==> src/rtl/counter_seq_ctrl.sv <==
// Command sequencer for an external up-counter: accepts START/STOP/CLEAR,
// paces increments with a prescaler and handles the terminal count.
module counter_seq_ctrl #(
    parameter int WIDTH = 4,
    parameter int PRE_W = 8
) (
    input  logic             clk,
    input  logic             rst_n,
    input  logic             cmd_valid,
    output logic             cmd_ready,
    input  logic [1:0]       cmd_op,
    input  logic [WIDTH-1:0] cfg_limit,
    input  logic [PRE_W-1:0] cfg_prescale,
    input  logic             cfg_oneshot,
    input  logic [WIDTH-1:0] cnt_q,
    output logic             cnt_inc,
    output logic             cnt_clr,
    output logic             done,
    output logic             busy,
    output logic [1:0]       state
);

    typedef enum logic [1:0] {
        ST_IDLE = 2'b00,
        ST_RUN  = 2'b01,
        ST_HOLD = 2'b10,
        ST_CLR  = 2'b11
    } state_t;

    localparam logic [1:0] OP_START = 2'b01;
    localparam logic [1:0] OP_STOP  = 2'b10;
    localparam logic [1:0] OP_CLEAR = 2'b11;

    state_t             state_r, state_nxt_s;
    logic [PRE_W-1:0]   pre_cnt_r, pre_cnt_nxt_s;
    logic [WIDTH-1:0]   lim_r, lim_nxt_s;
    logic [PRE_W-1:0]   pre_r, pre_nxt_s;
    logic               os_r, os_nxt_s;
    logic               accept_s;
    logic               tick_s;
    logic               done_s;

    assign accept_s  = cmd_valid & cmd_ready;
    assign tick_s    = (state_r == ST_RUN) && (pre_cnt_r == pre_r);
    assign done_s    = tick_s && (cnt_q == lim_r);

    // Strobes derive from registered state so a command never alters the current cycle.
    assign cnt_inc   = tick_s && (cnt_q != lim_r);
    assign done      = done_s;
    assign cnt_clr   = done_s || (state_r == ST_CLR);
    assign busy      = (state_r != ST_IDLE);
    assign cmd_ready = (state_r != ST_CLR);
    assign state     = state_r;

    // Next-state, prescaler and configuration-latch logic.
    always_comb begin
        state_nxt_s   = state_r;
        pre_cnt_nxt_s = pre_cnt_r;
        lim_nxt_s     = lim_r;
        pre_nxt_s     = pre_r;
        os_nxt_s      = os_r;
        case (state_r)
            ST_IDLE: begin
                if (accept_s && (cmd_op == OP_START)) begin
                    state_nxt_s   = ST_RUN;
                    lim_nxt_s     = cfg_limit;
                    pre_nxt_s     = cfg_prescale;
                    os_nxt_s      = cfg_oneshot;
                    pre_cnt_nxt_s = {PRE_W{1'b0}};
                end else if (accept_s && (cmd_op == OP_CLEAR)) begin
                    state_nxt_s = ST_CLR;
                end else begin
                    state_nxt_s = ST_IDLE;
                end
            end
            ST_RUN: begin
                // The prescaler still advances on the cycle a STOP/CLEAR is accepted.
                if (tick_s) begin
                    pre_cnt_nxt_s = {PRE_W{1'b0}};
                end else begin
                    pre_cnt_nxt_s = pre_cnt_r + {{(PRE_W-1){1'b0}}, 1'b1};
                end
                if (accept_s && (cmd_op == OP_CLEAR)) begin
                    state_nxt_s = ST_CLR;
                end else if (done_s && os_r) begin
                    state_nxt_s   = ST_IDLE;
                    pre_cnt_nxt_s = {PRE_W{1'b0}};
                end else if (accept_s && (cmd_op == OP_STOP)) begin
                    state_nxt_s = ST_HOLD;
                end else begin
                    state_nxt_s = ST_RUN;
                end
            end
            ST_HOLD: begin
                if (accept_s && (cmd_op == OP_START)) begin
                    state_nxt_s = ST_RUN;
                end else if (accept_s && (cmd_op == OP_CLEAR)) begin
                    state_nxt_s = ST_CLR;
                end else begin
                    state_nxt_s = ST_HOLD;
                end
            end
            ST_CLR: begin
                state_nxt_s   = ST_IDLE;
                pre_cnt_nxt_s = {PRE_W{1'b0}};
            end
            default: begin
                state_nxt_s   = ST_IDLE;
                pre_cnt_nxt_s = {PRE_W{1'b0}};
            end
        endcase
    end

    // State and configuration registers.
    always_ff @(posedge clk or negedge rst_n) begin
        if (!rst_n) begin
            state_r   <= ST_IDLE;
            pre_cnt_r <= {PRE_W{1'b0}};
            lim_r     <= {WIDTH{1'b0}};
            pre_r     <= {PRE_W{1'b0}};
            os_r      <= 1'b0;
        end else begin
            state_r   <= state_nxt_s;
            pre_cnt_r <= pre_cnt_nxt_s;
            lim_r     <= lim_nxt_s;
            pre_r     <= pre_nxt_s;
            os_r      <= os_nxt_s;
        end
    end

endmodule

==> config.mk <==
export PLATFORM = sky130hd
export DESIGN_NAME = counter_seq_ctrl
export DESIGN_NICKNAME = d
export VERILOG_FILES = /design/src/rtl/counter_seq_ctrl.sv
export SDC_FILE = /design/constraint.sdc
export NUM_CORES = 1
export LEC_CHECK = 0
export CORE_MARGIN = 8
export CORE_UTILIZATION = 50
export CTS_BUF_LIST = sky130_fd_sc_hd__clkbuf_16
export DETAILED_ROUTE_END_ITERATION = 16
export PLACE_DENSITY = 0.77
export REMOVE_ABC_BUFFERS = 1
export SKIP_CTS_REPAIR_TIMING = 1
export SLEW_MARGIN = 20
export SYNTH_ARGS = -nofsm -noshare
export SYNTH_HDL_FRONTEND = slang
export SYNTH_SLANG_ARGS = --single-unit
==> constraint.sdc <==
create_clock -name clk -period 4.6 [get_ports clk]
set_input_delay 0.92 -clock clk [delete_from_list [all_inputs] [get_ports clk]]
set_output_delay 0.92 -clock clk [all_outputs]
set_load 0.1 [all_outputs]
==> flow_metrics.env, run 1 <==
export IMPL_outcome="finished, final reports clean"
export IMPL_cts_tree="built"
export IMPL_yosysUniqueCellTypes=31
export IMPL_whs_ns=0.527
export IMPL_ys_async_sr_fraction=1.00
export IMPL_setup_viol_count_final=0
export IMPL_grt_usage=0.128
export IMPL_synth_top_cells_by_area="dfrtp_1 (46%), mux2_4 (12%), xnor2_1 (6.3%), nand2_1 (4.2%), xor2_1 (3.5%)"
export IMPL_n_antenna_cell=0
export IMPL_path_clk_slew_ns=0.06
export IMPL_area_delta_synth_final_pct=28.0
export IMPL_path_class="input pin to output pin"
export IMPL_clk_root_buffer_cell="clkbuf_16"
export IMPL_synth_area_mm2=0.00124
export IMPL_hold_violations=0
export IMPL_start_kind="input pin"
export IMPL_grt_max_degree=24
export IMPL_syn_area_per_cell_um2=10.9
export IMPL_wl_um=2660
export IMPL_maxSlewViolCount=0
export IMPL_drive_above_1_share=0.154
export IMPL_ys_seq_elements=23
export IMPL_vdd_drop_max_mv=0.488
export IMPL_cp_max_fo=4
export IMPL_syn_inst=114
export IMPL_clock_path_buffers=2
export IMPL_hpwl_um=1990
export IMPL_numCtsBuffers=3
export IMPL_synth_edff_count=0
export IMPL_dieArea_mm2=0.00434
export IMPL_first_global_vias=1001
export IMPL_htree_levels=1
export IMPL_cp_arrival_ns=2.43
export IMPL_worst_pin_slew_ns=0.995
export IMPL_setup_tns_ns=0
export IMPL_synth_top_area_frac=0.462
export IMPL_drt_iter0_drc=57
export IMPL_leakage_uw=0.000726
export IMPL_wl_per_cell_um=15.4
export IMPL_cp_end_kind="output pin"
export IMPL_synth_ff_type="dfrtp_1"
export IMPL_drt_first_pass_iters=4
export IMPL_gp_congestion=0.920
export IMPL_mostFrequentLayoutCells="clkdlybuf4s50_1 (24), dfrtp_1 (23), nand2_1 (14)"
export IMPL_yosys_warnings=0
export IMPL_maxSlewHeadroom=0.334
export IMPL_fp_dieH_um=65.9
export IMPL_nNetsFinal=167
export IMPL_core_area_mm2=0.00241
export IMPL_ant_nets=0
export IMPL_fin_crit_sh=0.728
export IMPL_grt_pass1_wl_um=4380
export IMPL_fill_cells=176
export IMPL_num_io_pins=29
export IMPL_drc_errors=0
export IMPL_vias=937
export IMPL_clkLatencyLatePin_ns=0.25
export IMPL_hp_class="flop to flop"
export IMPL_overflow=0
export IMPL_fin_skew_ns=0.00151
export IMPL_maxCapViolCount=0
export IMPL_power_density_mw_per_mm2=658
export IMPL_vias_per_cell=5.42
export IMPL_port_buffer_count=28
export IMPL_final_common_cell="clkdlybuf4s50_1"
export IMPL_yosysSeqAreaShare=0.462
export IMPL_die_w_um=65.9
export IMPL_cts_sinks=23
export IMPL_timing_fmax_mhz=299
export IMPL_start_util=0.517
export IMPL_crit_required_ns=3.68
export IMPL_rsz0062_at_grt="false"
export IMPL_rows=18
export IMPL_yosys_area_top_type="dfrtp_1"
export IMPL_fin_crit_ns=3.35
export IMPL_antenna_found_initial=0
worst max-delay path: stages:
cell and delay [ns]:
clkdlybuf4s50_1 0.41, xor2_1 0.14, nor4_1 0.35, nand3_1 0.19, nand2_1 0.12, buf_4 0.29
report_power, final:
group	switching (µW)	leakage [µW]	total, µW	internal [µW]
Sequential	82.5	0.000291	364	282
Clock	70.4	0.0000409	187	117
Combinational	295	0.000393	497	202
Yosys cell counts, drive strengths merged (2+ instances only):
cell and instances:
nor3 2, a21oi 2, inv 3, xnor2 9, or3 3, nor2b 2
buf 3, nand3 5, and3 2, nor2 6, nand2 14, dfrtp 23
nand4 2, mux2 13, o21ai 7, o22ai 2, xor2 5
area by class of cell:
cell class | instances | area, µm² | area share
multi-input cells | 85 | 622 | 0.390
flip-flops and latches | 23 | 576 | 0.361
repair buffers | 28 | 268 | 0.168
clock buffers | 3 | 75.1 | 0.0471
well taps | 30 | 37.5 | 0.0235
inverters | 3 | 11.3 | 0.00706
clock inverters | 1 | 5.00 | 0.00314
through the flow:
stage	utilization	worst slack [ns]	total power, µW	instances	instance area [µm²]
2_1_floorplan	-	0.871	737	111	1210
3_3_place_gp	0.630	1.27	847	169	1520
3_5_place_dp	0.630	1.25	862	169	1520
4_1_cts	0.664	1.24	1050	173	1600
5_1_grt	0.661	1.11	1100	173	1590
6_report	0.661	1.25	1050	173	1590
logic make-up (layout without fill, tap and decap cells):
kind of cell	count (synthesis)	after routing	share of synthesized area
AND/OR/NAND/NOR	39	39	0.149
flip-flops	23	23	0.462
AO/OA/AOI/OAI	18	18	0.0945
XOR/XNOR	14	14	0.0985
multiplexers	13	13	0.148
buffers and inverters	6	35	0.0382
adder cells (fa/ha/maj)	1	1	0.0100
state kept, by name (all words and copies together) (netlist names):
signal	flops
lim_r	4
pre_cnt_r	8
state	2
os_r	1
pre_r	8
layer usage:
metal  up-vias  wire length [µm]  global-route usage
met5         -                 0                   0
met4         0                60              0.0708
li1        458                 -                   -
met1       440              1170               0.154
met2        32              1350               0.211
met3         7                82              0.0237
final timing paths:
check,from,slack [ns],depth (start not counted),to
max,cnt_q[1],1.25,6,cnt_clr
min,pre_r[7],0.53,1,pre_r[7]
max reg2reg,state[0],2.67,3,pre_r[6]
min reg2reg,pre_r[7],0.53,1,pre_r[7]
max in group asynchronous,rst_n,3.62,1,pre_cnt_r[5]
min in group asynchronous,rst_n,0.63,1,pre_r[5]
Power figures use the tool's default switching activity.
==> run 2: changes to the inputs <==
Settings changed: CORE_UTILIZATION 50 to 49, PLACE_DENSITY 0.77 to 0.76.
Clock period 4.6 ns to 3.2 ns, I/O delays scaled along.
==> run 2 against run 1 <==
  * Global-route usage is 0.71 points higher
  * Largest power group unchanged
  * Register-to-register slack worse by 1.4 ns
  * Routed wire length is 3.2% higher
  * Largest cell class unchanged
==> flow_metrics.env, run 2 (synthesis gave the netlist of run 1 again) <==
export IMPL_rsz0062_at_grt="false"
export IMPL_setup_viol_count_final=0
export IMPL_rrSetupSlack_ns=1.27
export IMPL_whs_ns=0.526
export IMPL_endpoint="cnt_clr"
export IMPL_seq_power_share=0.347
export IMPL_r2r_start="state[0]"
export IMPL_fin_crit_sh=0.866
export IMPL_instances_no_fill=175
export IMPL_p_sw_uw=645
export IMPL_p_comb_frac=0.482
export IMPL_leakage_uw=0.000745
export IMPL_fin_area_mm2=0.00163
export IMPL_num_io_pins=29
export IMPL_start_util=0.512
export IMPL_max_stage_delay_ns=0.43
export IMPL_reg2reg_depth=3
export IMPL_vias=967
export IMPL_slowest_stage="clkdlybuf4s50_1"
export IMPL_regArea_um2=576
export IMPL_grt_usage=0.135
export IMPL_power_density_mw_per_mm2=936
export IMPL_cts_sinks=23
export IMPL_maxSlewViolCount=0
export IMPL_maxCapViolCount=0
export IMPL_nNetsFinal=169
export IMPL_drive_above_1_share=0.179
export IMPL_maxSlewHeadroom=0.497
export IMPL_numCtsBuffers=3
export IMPL_overflow=0
export IMPL_setup_tns_ns=0
export IMPL_cts_tree="built"
export IMPL_final_common_cell="dfrtp_1"
export IMPL_top_regs="pre_cnt_r x8, pre_r x8, lim_r x4"
export IMPL_timing_rr_end="pre_r[4]"
export IMPL_hold_violations=0
export IMPL_fin_crit_ns=2.77
export IMPL_wl_per_cell_um=15.7
export IMPL_fin_skew_ns=0.00261
export IMPL_timing_fmax_mhz=361
export IMPL_dieArea_mm2=0.00441
export IMPL_fill_cells=187
export IMPL_drt_iter0_drc=70
export IMPL_die_w_um=66.4
export IMPL_hp_class="flop to flop"
export IMPL_area_delta_synth_final_pct=30.8
export IMPL_first_global_vias=1002
export IMPL_path_clk_slew_ns=0.06
export IMPL_clk_root_buffer_cell="clkbuf_16"
export IMPL_worst_pin_slew_ns=0.754
export IMPL_crit_start="cnt_q[0]"
export IMPL_crit_required_ns=2.56
export IMPL_start_kind="input pin"
export IMPL_grt_pass1_wl_um=4690
export IMPL_path_class="input pin to output pin"
export IMPL_port_buffer_count=28
export IMPL_cp_arrival_ns=2.13
export IMPL_post_place_cells=171
export IMPL_place_area_mm2=0.00155
export IMPL_core_area_mm2=0.00243
export IMPL_rows=18
export IMPL_internal_power_uw=879
export IMPL_drt_first_pass_iters=4
export IMPL_mostFrequentLayoutCells="dfrtp_1 (23), clkdlybuf4s50_1 (21), nand2_1 (14)"
export IMPL_p_sw_frac=0.423
export IMPL_path_cells="clkdlybuf4s50_1 > xor2_1 > nor4_1 > nand3_1 > nand2_1 > buf_12"
export IMPL_cp_end_kind="output pin"
export IMPL_vdd_drop_max_mv=0.631
export IMPL_hpwl_um=1970
export IMPL_multi_input_area_um2=622
export IMPL_gp_congestion=0.739
export IMPL_fin_util=0.669
export IMPL_outcome="finished, final reports clean"
export IMPL_grt_max_degree=24
export IMPL_cp_max_fo=4
export IMPL_drc_errors=0
export IMPL_htree_levels=1
export IMPL_vias_per_cell=5.53
export IMPL_wl_um=2740
export IMPL_antenna_found_initial=0
export IMPL_clock_path_buffers=2
export IMPL_n_antenna_cell=0
export IMPL_clockPowerShare=0.171
export IMPL_clkLatencyLatePin_ns=0.25
export IMPL_ant_nets=0
export IMPL_fp_dieH_um=66.4
[run 2: worst min-delay path by stage]
| stage | startpoint | to | slack (ns) | cells past startpoint |
|---|---|---|---|---|
| finish | os_r | os_r | 0.53 | 1 |
| global route | pre_r[6] | pre_r[6] | 0.55 | 1 |
| CTS | os_r | os_r | 0.53 | 1 |
| detailed placement | os_r | os_r | 0.52 | 1 |
| global placement | os_r | os_r | 0.50 | 1 |
| floorplan | rst_n | lim_r[0] | 0.34 | 0 |
[run 2: cell type report]
type	count	share of cell area
clock buffers	3	0.0461
clock inverters	1	0.00231
inverters	3	0.00692
multi-input cells	85	0.382
flip-flops and latches	23	0.354
well taps	30	0.0231
repair buffers	30	0.186
[run 2: metrics by stage]
| step | worst slack, ns | total power, µW |
|---|---|---|
| final | 0.430 | 1520 |
| after global routing | 0.333 | 1620 |
| after CTS | 0.432 | 1530 |
| after detailed placement | 0.445 | 1260 |
| after global placement | 0.478 | 1240 |
| after floorplan | -0.249 | 1060 |
[run 2: power groups by stage]
stage                     clock [µW]  sequential [µW]  combinational, µW
after CTS                        265              527                740
final                            261              528                734
after global routing             282              541                793
after detailed placement           0              528                731
after global placement             0              519                716
after floorplan                    0              588                471
[run 2: worst max-delay path: cells and delay by family]
kind	cells	cell delay, ns
buf+inv	2	0.61
xor+xnor	1	0.15
simple gates	3	0.71
[run 2: metal layers]
metal	GRT usage	routed length (µm)	up-vias
met2	0.232	1350	36
met4	0.0640	42	0
met1	0.162	1190	462
met5	0	0	-
met3	0.0186	154	4
li1	-	-	465
